`src/rtl/demux4_pkg.sv`:
```
// Shared types and helpers for the demux4 capture block.
package demux4_pkg;

  typedef logic [1:0] slot_idx_t;

  localparam slot_idx_t SLOT0 = 2'd0;
  localparam slot_idx_t SLOT1 = 2'd1;
  localparam slot_idx_t SLOT2 = 2'd2;
  localparam slot_idx_t SLOT3 = 2'd3;

  localparam logic [3:0] MASK_ALL = 4'b1111;

  // Slot index to one-hot slot mask (bit i <-> Zi).
  function automatic logic [3:0] onehot4(input slot_idx_t idx);
    return 4'b0001 << idx;
  endfunction

endpackage

```
`src/rtl/demux4_capture_ctrl.sv`:
```
// Frame bookkeeping: auto pointer, written-slot mask, FULL level and FRAME pulse.
// Produces the per-slot write enables for the slot registers in the top level.
module demux4_capture_ctrl
  import demux4_pkg::*;
(
  input  logic      clk_i,
  input  logic      rst_ni,
  input  logic      en_i,
  input  logic      auto_i,
  input  logic      clr_i,
  input  slot_idx_t idx_i,
  input  logic      idx_valid_i,
  output slot_idx_t ptr_o,
  output logic      full_o,
  output logic      frame_o,
  output logic [3:0] we_o
);

  slot_idx_t  ptr_q, ptr_d;
  logic [3:0] mask_q, mask_d;
  logic       full_q, full_d;
  logic       frame_q, frame_d;
  logic [3:0] mask_new;
  logic       write;

  // A write happens only when not cleared and the slot index is well defined.
  assign write = en_i & ~clr_i & idx_valid_i;
  assign we_o  = write ? onehot4(idx_i) : 4'b0000;

  // Next-state: CLR has priority, then a write, otherwise hold with FRAME dropped.
  always_comb begin
    ptr_d    = ptr_q;
    mask_d   = mask_q;
    full_d   = full_q;
    frame_d  = 1'b0;
    // A write into a full frame starts a fresh frame with just this slot.
    mask_new = full_q ? onehot4(idx_i) : (mask_q | onehot4(idx_i));
    if (clr_i) begin
      ptr_d  = SLOT0;
      mask_d = 4'b0000;
      full_d = 1'b0;
    end else if (write) begin
      mask_d  = mask_new;
      full_d  = (mask_new == MASK_ALL);
      frame_d = (mask_new == MASK_ALL) && (mask_q != MASK_ALL);
      if (auto_i) begin
        ptr_d = ptr_q + 2'd1;
      end
    end
  end

  // Control state registers.
  always_ff @(posedge clk_i or negedge rst_ni) begin
    if (!rst_ni) begin
      ptr_q   <= SLOT0;
      mask_q  <= 4'b0000;
      full_q  <= 1'b0;
      frame_q <= 1'b0;
    end else begin
      ptr_q   <= ptr_d;
      mask_q  <= mask_d;
      full_q  <= full_d;
      frame_q <= frame_d;
    end
  end

  assign ptr_o   = ptr_q;
  assign full_o  = full_q;
  assign frame_o = frame_q;

endmodule

```
`src/rtl/demux4_capture.sv`:
```
// Registered 1-to-4 demux capture: steers D into one of four held slots,
// selected by {S1,S0} or by an internal auto-incrementing pointer.
module demux4_capture
  import demux4_pkg::*;
#(
  parameter int unsigned WIDTH = 1
) (
`ifdef USE_POWER_PINS
  inout  wire              VDD,
  inout  wire              VSS,
`endif
  input  logic             CLK,
  input  logic             RN,
  input  logic [WIDTH-1:0] D,
  input  logic             S0,
  input  logic             S1,
  input  logic             EN,
  input  logic             AUTO,
  input  logic             CLR,
  output logic [WIDTH-1:0] Z0,
  output logic [WIDTH-1:0] Z1,
  output logic [WIDTH-1:0] Z2,
  output logic [WIDTH-1:0] Z3,
  output logic [1:0]       PTR,
  output logic             FULL,
  output logic             FRAME
);

  slot_idx_t              ptr;
  slot_idx_t              idx;
  logic                   idx_valid;
  logic [3:0]             we;
  logic [3:0][WIDTH-1:0]  z_q;

  assign idx = AUTO ? ptr : {S1, S0};

  // An unknown explicit select must not write any slot or touch the mask.
`ifdef SYNTHESIS
  assign idx_valid = 1'b1;
`else
  assign idx_valid = AUTO | ~$isunknown({S1, S0});
`endif

  demux4_capture_ctrl u_ctrl (
    .clk_i       (CLK),
    .rst_ni      (RN),
    .en_i        (EN),
    .auto_i      (AUTO),
    .clr_i       (CLR),
    .idx_i       (idx),
    .idx_valid_i (idx_valid),
    .ptr_o       (ptr),
    .full_o      (FULL),
    .frame_o     (FRAME),
    .we_o        (we)
  );

  // Slot registers: each loads D when its write enable is set.
  always_ff @(posedge CLK or negedge RN) begin
    if (!RN) begin
      z_q <= '0;
    end else begin
      for (int i = 0; i < 4; i++) begin
        if (we[i]) begin
          z_q[i] <= D;
        end
      end
    end
  end

  assign Z0  = z_q[0];
  assign Z1  = z_q[1];
  assign Z2  = z_q[2];
  assign Z3  = z_q[3];
  assign PTR = ptr;

`ifndef SYNTHESIS
  // Flag misuse: explicit select must be known whenever a write is requested.
  a_sel_known: assert property (@(posedge CLK) disable iff (!RN)
      (EN && !AUTO && !CLR) |-> !$isunknown({S1, S0}))
    else $error("demux4_capture: unknown S1/S0 on explicit write");
`endif

endmodule

```
`config.mk`:
```
export PLATFORM = sky130hd
export DESIGN_NAME = demux4_capture
export DESIGN_NICKNAME = d
export VERILOG_FILES = /design/src/rtl/demux4_pkg.sv /design/src/rtl/demux4_capture_ctrl.sv /design/src/rtl/demux4_capture.sv
export SDC_FILE = /design/constraint.sdc
export NUM_CORES = 1
export LEC_CHECK = 0
export BUFFER_PORTS_ARGS = -buffer_cell sky130_fd_sc_hd__buf_2
export CORE_MARGIN = 4
export CORE_UTILIZATION = 40
export DETAILED_ROUTE_END_ITERATION = 10
export GPL_TIMING_DRIVEN = 0
export PLACE_DENSITY = 0.59
export SYNTH_ARGS = -nofsm -noshare
export SYNTH_HDL_FRONTEND = slang
export SYNTH_HIERARCHICAL = 1
export SYNTH_SLANG_ARGS = --single-unit
export TNS_END_PERCENT = 50
```
`constraint.sdc`:
```
create_clock -name CLK -period 1.8 [get_ports CLK]
set_input_delay 0.36 -clock CLK [delete_from_list [all_inputs] [get_ports CLK]]
set_output_delay 0.36 -clock CLK [all_outputs]
set_load 0.05 [all_outputs]
```
* Word-level counts from Yosys, hierarchy flattened
Cells that the tools add are included.
** Storage, ports and cells
- Output and inout port bits :: 8
- Flip-flop bits (word level) :: 12
- Input bits :: 8
** Cells by class
- Add/sub/neg operators :: 1
- Equal/unequal tests :: 2
- Reductions and logical operators :: 4
- Mux-type cells :: 12
- Bitwise operators :: 3
- Shifts and indexed selects :: 1
** Operator list (number)
- 4-bit two-way mux :: 4
- 2-bit two-way mux :: 4
- 4-bit == test, second input constant :: 1
- 1-bit two-way mux :: 4
- 4-bit inequality test, second input constant :: 1
- 4-bit bitwise OR :: 1
- 2-bit nonzero test :: 2
- 1-bit by 2-bit left shift with 4-bit output, first input constant :: 1
- 2-bit by 1-bit adder with 2-bit output, second input constant :: 1
- 2-bit AND reduction :: 1
- 1-bit AND :: 1
- 1-bit logical AND :: 1
- 1-bit NOT :: 1

* Logic depth before layout (Yosys ltp)
Gate-level depths: netlist of run 1.
- Word-level depth :: 8
- Mapped depth :: 5
- Mapped depth without buffers :: 4

* Modules after synthesis
The synthesis of run 1 kept the hierarchy.
** By module, submodules not included
- demux4_capture_ctrl :: seq. area each 200.2 um2, area each 499.2 um2, cells an instance 50, times used 1
- demux4_capture :: seq. area each 100.1 um2, area each 190.2 um2, cells an instance 11, times used 1

* Worst setup path after synthesis of run 1
Ideal clock, no wire load.
- Kind :: register to register
- From :: register u_ctrl.ptr_q[1] (netlist: u_ctrl/ptr_o[1])
- To :: register u_ctrl.full_q (netlist: u_ctrl/full_o)
- Data required time :: 1.696 ns
- Setup slack :: 0.045 ns
- Path buffers :: 1
- Setup time :: 0.104 ns
- Arrival time :: 1.652 ns
- Stages on the path, launching flop included :: 6
- Cell sequence :: dfrtp_1 > mux2_4 > buf_6 > mux2i_1 > o211a_1 > o41ai_2
** On the way
- Cells in the longest elaborated chain, start to end :: 7
** RTL lines
- start, declared :: RTL line demux4_capture_ctrl.sv:19 : slot_idx_t ptr_q, ptr_d;
- start signal, assigned :: RTL line demux4_capture_ctrl.sv:60 : ptr_q <= ptr_d;
- 2-bit two-way mux (*) :: RTL line demux4_capture.sv:35 : assign idx = AUTO ? ptr : {S1, S0};
- net idx[1] :: RTL line demux4_capture.sv:30 : slot_idx_t idx;
- 1-bit by 2-bit left shift with 4-bit output (*) :: RTL line demux4_pkg.sv:15 : return 4'b0001 << idx;
- 4-bit bitwise OR :: RTL line demux4_capture_ctrl.sv:37 : mask_new = full_q ? onehot4(idx_i) : (mask_q | onehot4(idx_i));
- 4-bit two-way mux (*) :: RTL line demux4_capture_ctrl.sv:37
- 4-bit == test (*) :: RTL line demux4_capture_ctrl.sv:44 : full_d = (mask_new == MASK_ALL);
- 1-bit two-way mux (*) :: RTL line demux4_capture_ctrl.sv:42 : end else if (write) begin
- 1-bit two-way mux (*) :: RTL line demux4_capture_ctrl.sv:38 : if (clr_i) begin
- end signal, assigned :: RTL line demux4_capture_ctrl.sv:62 : full_q <= full_d;
- end, declared :: RTL line demux4_capture_ctrl.sv:21 : logic full_q, full_d;
Mark *: on every way through the listed nets, which the timed path passes. The rest lies on a longest branch. The select of a mux whose other input is x is not followed.
A chain may end at the register's enable or synchronous reset.

* Final worst setup path of run 1
Same ends and word-level chain as after synthesis.

==> summary.txt, run 1 <==
Worst path cell trace -> mux2_4 -> buf_6 -> mux2i_1 -> o211a_1 -> o41ai_2
Slew Viols, Final -> 0
DR vias -> 514
Register bit count reported by yosys -> 12
Mapped Area -> 689 um2
Final core occ -> 0.518
Critical path's slowest cell -> dfrtp_1
MaxCap Viol Count -> 0
Largest net degree at the start of global routing -> 13
Antenna violations before repair -> 0
Avg Synthesized Cell Area -> 11.3 um2
IO Pins -> 16
Grt met3 use -> 0.0572
DRT iter0 DRCs -> 6
Crit path max fanout -> 10
GR Util met1 -> 0.150
Outcome -> finished clean
DRC -> 0
CP Capture Type -> register
Max Fclk -> 632 MHz
Synth-to-layout area growth -> 17.1%
Final Cycle Share -> 0.879
Clk slew on worst S/H paths -> 0.07 ns
Number of core rows -> 14
Die X -> 49.5 um
Grt total ovfl -> 0
Routed len/inst -> 13.9 um
HP Class -> input pin to register
Worst VDD drop -> 366 uV
Global Route Usage Sum -> 0.119
Setup TNS -> 0 ns
WL final -> 1310 um
H-tree depth -> 1
P_leak -> 0.387 nW
Total CTS buffers -> 3
N_diodes -> 0
Post-layout min period -> 1.58 ns
Crit-path max cell delay -> 0.40 ns
Via density -> 5.47
Core footprint -> 1560 um2
Final ANT Viol Nets -> 0
Grt met2 use -> 0.179
Sequential cell area fraction in the yosys report -> 0.436
Layout cells sized above 1 -> 0.385
CTS root buf -> clkbuf_4
Main area contributors after synthesis -> dfrtp_1 (44%), mux2_4 (11%), buf_6 (4.9%), nand4b_1 (3.8%), nand2_1 (3.3%)
Die area -> 2450 um2
RSZ-0062 raised after global routing -> false
Pwr/cell area -> 842 nW/um2
Starting density of the core -> 0.442
Worst setup path category -> register to register
Arr. time, crit path -> 1.75 ns
Pre-Repair DR Iteration Count -> 4
Warnings from Yosys -> 6
Synthesized net count -> 69
Worst skew pair latency -> 0.27 ns
Final Skew -> 0.00173 ns
Worst Path Required -> 1.97 ns
Syn Inst Count -> 61
Startpoint types -> register
Cell variety after synth -> 25
Layout net count -> 88
CTS tree -> done
Die Height -> 49.5 um
Clk sink count -> 12
Clock buffer depth -> 2
# setup viols final -> 0
First-pass GRT wire length -> 2170 um
Grt peak-use layer -> met2
Final HPWL DP -> 963 um
Port Buf Inserts -> 13
Fin. Hold Viols -> 0
Placer Congestion -> 0.730
Cell accounting for the most synthesized area -> dfrtp_1
Post-CTS setup buffers -> 0
Number of global-route vias before repair -> 477
Top cell type's share of synthesized area -> 0.436
==> flip-flops by register name, indices dropped and copies added, names as in the netlist <==
signal and count:
u_ctrl/ptr_o 2, Z0 1, Z1 1, u_ctrl/mask_q 4, u_ctrl/frame_o 1, Z3 1, Z2 1, u_ctrl/full_o 1
==> placed cells by master (no fill, tap or decap), types with 2 or more instances in the layout <==
| master | instances |
|---|---|
| mux2_4 | 5 |
| nand3_1 | 3 |
| a21oi_1 | 3 |
| xor2_1 | 2 |
| nor3b_1 | 2 |
| buf_6 | 3 |
| nand4_1 | 2 |
| dfrtp_1 | 12 |
| nand2_1 | 6 |
| nand4b_1 | 3 |
| buf_2 | 13 |
| clkbuf_4 | 3 |
| nor2_1 | 6 |
==> synth_stat cells <==
cell,instances
a21oi_1,3
a32oi_1,1
a41o_1,1
buf_6,3
clkbuf_2,1
clkbuf_8,1
conb_1,1
dfrtp_1,12
mux2_2,1
mux2_4,5
mux2i_1,1
nand2_1,6
nand3_1,3
nand3b_1,1
nand3b_4,1
nand4_1,2
nand4b_1,3
nor2_1,6
nor3_1,1
nor3b_1,2
nor4_1,1
o211a_1,1
o41ai_2,1
or2_2,1
xor2_1,2
==> final timing paths <==
check / end / cells after the start / from / slack [ns]
max reg2reg: u_ctrl/full_o$_DFFE_PN0P_ / 5 / u_ctrl/ptr_o[1]$_DFFE_PN0P_ / 0.22
min in group asynchronous: u_ctrl/mask_q[0]$_DFFE_PN0P_ / 2 / RN / 0.49
max: u_ctrl/full_o$_DFFE_PN0P_ / 5 / u_ctrl/ptr_o[1]$_DFFE_PN0P_ / 0.22
min: u_ctrl/ptr_o[0]$_DFFE_PN0P_ / 2 / CLR / 0.37
max in group asynchronous: Z2$_DFFE_PN0P_ / 2 / RN / 1.10
min reg2reg: Z3$_DFFE_PN0P_ / 1 / Z3$_DFFE_PN0P_ / 0.50
==> layer usage <==
layer  up-vias  wire length (um)
met5         -                 0
met4         0                13
met3         2                67
met2        12               618
met1       245               611
li1        255                 -
==> stage by stage <==
| step | setup slack, ns | cells | power, mW | instance area [um2] | hold slack, ns |
|---|---|---|---|---|---|
| 2_1_floorplan | 0.0447 | 61 | 0.477 | 689 | 0.0644 |
| 3_3_place_gp | 0.0702 | 90 | 0.524 | 774 | 0.258 |
| 3_5_place_dp | 0.0594 | 90 | 0.528 | 774 | 0.253 |
| 4_1_cts | 0.195 | 94 | 0.693 | 807 | 0.363 |
| 5_1_grt | 0.153 | 94 | 0.714 | 807 | 0.380 |
| 6_report | 0.218 | 94 | 0.679 | 807 | 0.370 |
==> what timing repair did <==
action                     in CTS  in global routing
setup endpoints to repair       0                  0
hold endpoints to repair       12                  0
resized for setup               0                  0
hold buffers                    1                  0
==> critical path: cells and delay by family, from the launching register on <==
family / cells / cell delay [ns]
AOI/OAI and AO/OA: 2 / 0.57
DFF: 1 / 0.40
buffers and inverters: 1 / 0.14
muxes: 2 / 0.38
==> kinds of logic (layout without fill, tap and decap cells) <==
kind of cell / count (synthesis) / after routing / synth area share
xor gates and xnor gates: 2 / 2 / 0.0254
and+or+nand+nor: 27 / 27 / 0.230
DFF: 12 / 12 / 0.436
AOI/OAI and AO/OA: 7 / 7 / 0.0871
muxes: 7 / 7 / 0.140
buffers and inverters: 5 / 22 / 0.0762
other: 1 / 1 / 0.00544
==> area by class of cell <==
type                    instances  area, um2
repair buffers                 14       75.1
fillers                       147        752
multi-input cells              44        337
well taps                      16       20.0
plain buffers                   5       52.6
clock buffers                   3       22.5
flip-flops and latches         12        300
==> where the power goes <==
group,switching (mW),internal (mW)
logic,0.136,0.0753
clock network,0.0795,0.0774
registers,0.0159,0.296
No activity file was read; power rests on OpenSTA's default activity.
==> run 2, diff against run 1 <==
CTS_BUF_LIST = sky130_fd_sc_hd__clkbuf_8   (was not set)
SETUP_SLACK_MARGIN = 0.15   (was not set)
==> summary.txt, run 2 (synthesis gave the netlist of run 1 again) <==
Commonest non-fill, non-tap cell in the layout -> buf_2 (unchanged)
Arr. time, crit path -> 1.73 ns (was 1.75 ns)
Die X -> 49.5 um (unchanged)
Core footprint -> 1560 um2 (unchanged)
Post-CTS sizing -> 0 (unchanged)
Die area -> 2450 um2 (unchanged)
Final Cycle Share -> 0.891 (was 0.879)
Crit path launch -> u_ctrl/ptr_o[1]$_DFFE_PN0P_ (unchanged)
Hold_sp -> CLR (unchanged)
Worst setup path category -> register to register (unchanged)
Global Route Usage Sum -> 0.116 (was 0.119)
N_diodes -> 0 (unchanged)
Pre-CTS WS -> 0.0757 ns (was 0.0594 ns)
Worst path cell trace -> mux2_4 -> buf_6 -> mux2i_1 -> o211a_1 -> nor4_1 (was mux2_4 -> buf_6 -> mux2i_1 -> o211a_1 -> o41ai_2)
Layout cells sized above 1 -> 0.418 (was 0.385)
Startpoint types -> register (unchanged)
Clk slew on worst S/H paths -> 0.06 ns (was 0.07 ns)
Slew Viols, Final -> 0 (unchanged)
Outcome -> finished clean (unchanged)
Die Height -> 49.5 um (unchanged)
Number of core rows -> 14 (unchanged)
CP Capture Type -> register (unchanged)
Antenna violations before repair -> 0 (unchanged)
P_leak -> 0.399 nW (was 0.387 nW)
Worst skew pair latency -> 0.24 ns (was 0.27 ns)
Layout net count -> 88 (unchanged)
CTS root buf -> clkbuf_8 (was clkbuf_4)
WL final -> 1310 um (about the same)
Crit-path max cell delay -> 0.41 ns (was 0.40 ns)
Fill cell count -> 147 (unchanged)
Final ANT Viol Nets -> 0 (unchanged)
# setup viols final -> 0 (unchanged)
Largest net degree at the start of global routing -> 13 (unchanged)
DRT iter0 DRCs -> 4 (was 6)
HP Class -> input pin to register (unchanged)
R2r worst-path depth -> 5 (unchanged)
Pwr/cell area -> 966 nW/um2 (was 842 nW/um2)
R2r startpoint -> u_ctrl/ptr_o[1]$_DFFE_PN0P_ (unchanged)
Grt total ovfl -> 0 (unchanged)
Total CTS buffers -> 3 (unchanged)
Final Skew -> 0.00859 ns (was 0.00173 ns)
Final HPWL DP -> 952 um (was 963 um)
Synth-to-layout area growth -> 22.1% (was 17.1%)
Clk sink count -> 12 (unchanged)
Critical path's slowest cell -> dfrtp_2 (was dfrtp_1)
Pre-Repair DR Iteration Count -> 3 (was 4)
Clock buffer depth -> 2 (unchanged)
Hold endpoint -> u_ctrl/mask_q[3]$_DFFE_PN0P_ (was u_ctrl/ptr_o[0]$_DFFE_PN0P_)
Most frequent cells in the layout -> buf_2 (13), dfrtp_1 (10), nand2_1 (6), nor2_1 (6) (was buf_2 (13), dfrtp_1 (12), nand2_1 (6), nor2_1 (6), mux2_4 (5))
IO Pins -> 16 (unchanged)
Worst Hold Slack -> 0.395 ns (was 0.370 ns)
H-tree depth -> 1 (unchanged)
Crit Reg-Reg Endpoint -> u_ctrl/frame_o$_DFF_PN0_ (was u_ctrl/full_o$_DFFE_PN0P_)
RSZ-0062 raised after global routing -> true (was false)
Worst VDD drop -> 630 uV (was 366 uV)
Biggest register -> u_ctrl/mask_q (unchanged)
Largest register FFs -> 4 (unchanged)
First-pass GRT wire length -> 2190 um (was 2170 um)
Routed len/inst -> 13.8 um (was 13.9 um)
Worst Path Required -> 1.93 ns (was 1.97 ns)
FF-to-FF setup slack -> 0.20 ns (was 0.22 ns)
Max Fclk -> 624 MHz (was 632 MHz)
WHS Path Cells -> 2 (unchanged)
Via density -> 5.26 (was 5.47)
Crit path max fanout -> 10 (unchanged)
DR vias -> 500 (was 514)
Final WS setup -> 0.197 ns (was 0.218 ns)
CTS tree -> done (unchanged)
Setup TNS -> 0 ns (unchanged)
Port Buf Inserts -> 13 (unchanged)
Fin. Hold Viols -> 0 (unchanged)
DRC -> 0 (unchanged)
MaxCap Viol Count -> 0 (unchanged)
Starting density of the core -> 0.442 (unchanged)
Placer Congestion -> 0.733 (was 0.730)
Post-layout min period -> 1.60 ns (was 1.58 ns)
Number of global-route vias before repair -> 476 (was 477)
-- run 2: cell count changes in the layout (fill, tap and decap cells not counted), sizes merged --
cell    previous run  this run
clkbuf             5         6
-- run 2: how the worst max path moves through the flow --
| stage | slack [ns] | cells after the start | endpoint |
|---|---|---|---|
| final | 0.20 | 5 | u_ctrl/frame_o$_DFF_PN0_ |
| after global routing | 0.13 | 5 | u_ctrl/frame_o$_DFF_PN0_ |
| after CTS | 0.20 | 5 | u_ctrl/frame_o$_DFF_PN0_ |
| after detailed placement | 0.08 | 6 | u_ctrl/frame_o$_DFF_PN0_ |
| after global placement | 0.08 | 6 | u_ctrl/frame_o$_DFF_PN0_ |
| after floorplan | 0.16 | 5 | u_ctrl/full_o$_DFFE_PN0P_ |
-- run 2: cell type report --
type,count,area (um2),area share
Buffer,5,52.6,0.0624
Clock buffer,4,55.1,0.0654
Multi-Input combinational cell,44,337,0.400
Sequential cell,12,303,0.360
Tap cell,16,20.0,0.0238
Timing Repair Buffer,14,75.1,0.0892
-- run 2: stage by stage --
step                       util  std cells  power, mW  instance area [um2]
final                     0.540         95      0.813                  842
after global routing      0.540         95      0.856                  842
after CTS                 0.540         95      0.827                  842
after detailed placement  0.498         90      0.528                  777
after global placement    0.498         90      0.524                  777
after floorplan               -         61      0.478                  692
-- run 2: layer usage --
metal  vias up  part of all wire  track usage  wire [um]
met5         -                 0            0          0
met4         0                 0       0.0276          0
met3         0             0.043       0.0452         56
met2         8              0.47        0.174        611
met1       237              0.49        0.157        641
li1        255                 -            -          -
-- run 2: timing repair --
action,4_1_cts,5_1_grt
setup buffers,0,0
hold buffers,1,0
setup endpoints to repair,0,1
endpoints found under the hold margin,7,0
-- run 2: where the power goes --
part	switching, mW	total [mW]	internal, mW
logic	0.135	0.210	0.0753
clock network	0.0980	0.291	0.193
registers	0.0152	0.312	0.297
-- run 2: worst max-delay path: cells and delay by family, from the launching register on --
kind,cells,cell delay [ns]
buffers and inverters,1,0.14
multiplexers,2,0.37
AND/OR/NAND/NOR,1,0.29
AO/OA/AOI/OAI,1,0.27
flip-flops,1,0.41
==> run 3, diff against run 2 <==
ABC_AREA = 1   (was not set)
PLACE_DENSITY = 0.6   (was 0.59)
==> summary.txt, run 3 <==
Mapped Area -> 621 um2 (was 689 um2)
Largest net degree at the start of global routing -> 13 (unchanged)
Critical path's slowest cell -> dfrtp_1 (was dfrtp_2)
Worst setup path category -> register to primary output (was register to register)
Avg Synthesized Cell Area -> 7.05 um2 (was 11.3 um2)
MaxCap Viol Count -> 0 (unchanged)
Syn Inst Count -> 88 (was 61)
Core footprint -> 1380 um2 (was 1560 um2)
HP Class -> input pin to register (unchanged)
Outcome -> finished clean (unchanged)
Worst skew pair latency -> 0.24 ns (about the same)
# setup viols final -> 0 (unchanged)
Crit path max fanout -> 4 (was 10)
Final core occ -> 0.564 (was 0.540)
Commonest non-fill, non-tap cell in the layout -> nand2_1 (was buf_2)
Startpoint types -> register (unchanged)
DRT iter0 DRCs -> 12 (was 4)
Cell accounting for the most synthesized area -> dfrtp_1 (unchanged)
Grt total ovfl -> 0 (unchanged)
FF-to-FF setup slack -> 0.69 ns (was 0.20 ns)
Final Skew -> 0.00122 ns (was 0.00859 ns)
Post-CTS sizing -> 0 (unchanged)
Register area -> 300 um2 (was 303 um2)
First-pass GRT wire length -> 2150 um (was 2190 um)
Layout net count -> 117 (was 88)
Post-layout min period -> 1.27 ns (was 1.60 ns)
Via density -> 4.38 (was 5.26)
Most numerous cell in the Yosys netlist -> nand2_1 (was dfrtp_1)
Top FF cell, synth -> dfrtp_1 (unchanged)
CTS tree -> done (unchanged)
Antenna violations before repair -> 0 (unchanged)
Worst Hold Slack -> 0.344 ns (was 0.395 ns)
Placer Congestion -> 0.763 (was 0.733)
Async SR Flop Fraction -> 1.00 (unchanged)
Global Route Usage Sum -> 0.142 (was 0.116)
Starting density of the core -> 0.449 (was 0.442)
Post-synth top cells -> nand2_1 (43), inv_1 (14), dfrtp_1 (12) (was dfrtp_1 (12), nand2_1 (6), nor2_1 (6))
Warnings from Yosys -> 6 (unchanged)
P_leak -> 0.439 nW (was 0.399 nW)
Largest register FFs -> 4 (unchanged)
DRC -> 0 (unchanged)
Final HPWL DP -> 900 um (was 952 um)
Hold endpoint -> u_ctrl/ptr_o[0]$_DFFE_PN0P_ (was u_ctrl/mask_q[3]$_DFFE_PN0P_)
R2r worst-path depth -> 8 (was 5)
Multi-input gate area -> 268 um2 (was 337 um2)
WHS Path Cells -> 2 (unchanged)
Clock buffer depth -> 2 (unchanged)
Pwr/cell area -> 979 nW/um2 (was 966 nW/um2)
Sequential cell area fraction in the yosys report -> 0.484 (was 0.436)
Fin cells -> 123 (was 95)
Routed len/inst -> 9.43 um (was 13.8 um)
Placed Cells -> 118 (was 90)
Layout cells sized above 1 -> 0.222 (was 0.418)
Main area contributors after synthesis -> dfrtp_1 (48%), nand2_1 (26%), inv_1 (8.5%), nor2_1 (4.2%), nor3_2 (3.2%) (was dfrtp_1 (44%), mux2_4 (11%), buf_6 (4.9%), nand4b_1 (3.8%), nand2_1 (3.3%))
Number of global-route vias before repair -> 524 (was 476)
Total CTS buffers -> 3 (unchanged)
Register bit count reported by yosys -> 12 (unchanged)
IO Pins -> 16 (unchanged)
Family with the most delay on the worst path -> flip-flops (unchanged)
H-tree depth -> 1 (unchanged)
Fill cell count -> 134 (was 147)
Clk sink count -> 12 (unchanged)
Die area -> 2250 um2 (was 2450 um2)
Hold_sp -> CLR (unchanged)
CTS root buf -> clkbuf_8 (unchanged)
CP Capture Type -> primary output (was register)
Crit Reg-Reg Endpoint -> Z1$_DFFE_PN0P_ (was u_ctrl/frame_o$_DFF_PN0_)
DR vias -> 539 (was 500)
Final ANT Viol Nets -> 0 (unchanged)
Worst path buffer plus inverter count -> 1 (unchanged)
Crit-path max cell delay -> 0.39 ns (was 0.41 ns)
WL final -> 1160 um (was 1310 um)
N_diodes -> 0 (unchanged)
Synth-to-layout area growth -> 25.6% (was 22.1%)
Clk slew on worst S/H paths -> 0.05 ns (was 0.06 ns)
Pre-Repair DR Iteration Count -> 4 (was 3)
Most frequent cells in the layout -> nand2_1 (43), buf_2 (15), inv_1 (14) (was buf_2 (13), dfrtp_1 (10), nand2_1 (6), nor2_1 (6))
Arr. time, crit path -> 0.91 ns (was 1.73 ns)
Post-synth EDFFs -> 0 (unchanged)
Worst Path Required -> 1.44 ns (was 1.93 ns)
R2r startpoint -> u_ctrl/ptr_o[1]$_DFFE_PN0P_ (unchanged)
Slew Viols, Final -> 0 (unchanged)
Number of core rows -> 13 (was 14)
Final Cycle Share -> 0.703 (was 0.891)
Setup TNS -> 0 ns (unchanged)
Die Height -> 47.4 um (was 49.5 um)
Top cell type's share of synthesized area -> 0.484 (was 0.436)
Worst VDD drop -> 507 uV (was 630 uV)
RSZ-0062 raised after global routing -> false (was true)
Worst path cell trace -> buf_2 (was mux2_4 -> buf_6 -> mux2i_1 -> o211a_1 -> nor4_1)
Synthesized net count -> 96 (was 69)
Cell variety after synth -> 12 (was 25)
Biggest register -> u_ctrl/mask_q (unchanged)
Max Fclk -> 790 MHz (was 624 MHz)
Fin. Hold Viols -> 0 (unchanged)
Die X -> 47.4 um (was 49.5 um)
Port Buf Inserts -> 15 (was 13)
[run 3: cell count changes after synthesis, moves of 2 or more]
cell,change
inv_1,+14
nand4_1,-2
nor3_2,+2
mux2_4,-5
nand2_2,+2
o21ai_0,+2
xor2_1,-2
nand4b_1,-3
buf_6,-3
nand2_1,+37
a21oi_1,-3
[run 3: how the worst max path moves through the flow]
stage	start	to	slack [ns]	depth (start not counted)
4_1_cts	u_ctrl/ptr_o[1]$_DFFE_PN0P_	PTR[1]	0.52	1
3_3_place_gp	AUTO	Z0$_DFFE_PN0P_	0.62	10
6_report	u_ctrl/ptr_o[1]$_DFFE_PN0P_	PTR[1]	0.53	1
2_1_floorplan	u_ctrl/ptr_o[1]$_DFFE_PN0P_	u_ctrl/full_o$_DFFE_PN0P_	0.51	7
3_5_place_dp	AUTO	Z2$_DFFE_PN0P_	0.60	10
5_1_grt	u_ctrl/ptr_o[1]$_DFFE_PN0P_	u_ctrl/full_o$_DFFE_PN0P_	0.48	7
[run 3: metrics by stage]
step | setup slack, ns | instance area (um2) | total power, mW
after CTS | 0.519 | 779 | 0.780
after global routing | 0.480 | 779 | 0.816
after detailed placement | 0.600 | 714 | 0.478
final | 0.534 | 779 | 0.763
after floorplan | 0.506 | 621 | 0.433
after global placement | 0.618 | 714 | 0.477
[run 3: repair_timing]
action	4_1_cts	5_1_grt
endpoints found under the setup margin	0	0
hold endpoints to repair	12	0
hold buffers	1	0
setup buffers	0	0
[run 3: kinds of logic (layout without fill, tap and decap cells)]
family          count (synthesis)  in the layout  synth area share
simple gates                   58             58             0.401
other cells                     1              1           0.00604
buf+inv                        14             34            0.0847
compound gates                  3              3            0.0242
flops                          12             12             0.484
[run 3: layout make-up]
type                    instances  share of cell area
multi-input cells              62               0.343
repair buffers                 16               0.109
well taps                      15              0.0241
inverters                      14              0.0674
clock buffers                   4              0.0706
flip-flops and latches         12               0.385
[run 3: power by group]
part           total [mW]  switching, mW  internal, mW
combinational       0.167          0.126        0.0405
sequential          0.306         0.0116         0.294
clock               0.290         0.0972         0.193
[run 3: metal layers]
| metal | global-route usage | share of wire |
|---|---|---|
| met5 | 0 | 0 |
| met4 | 0.0829 | 0.0086 |
| met2 | 0.211 | 0.45 |
| met1 | 0.179 | 0.48 |
| met3 | 0.0460 | 0.055 |
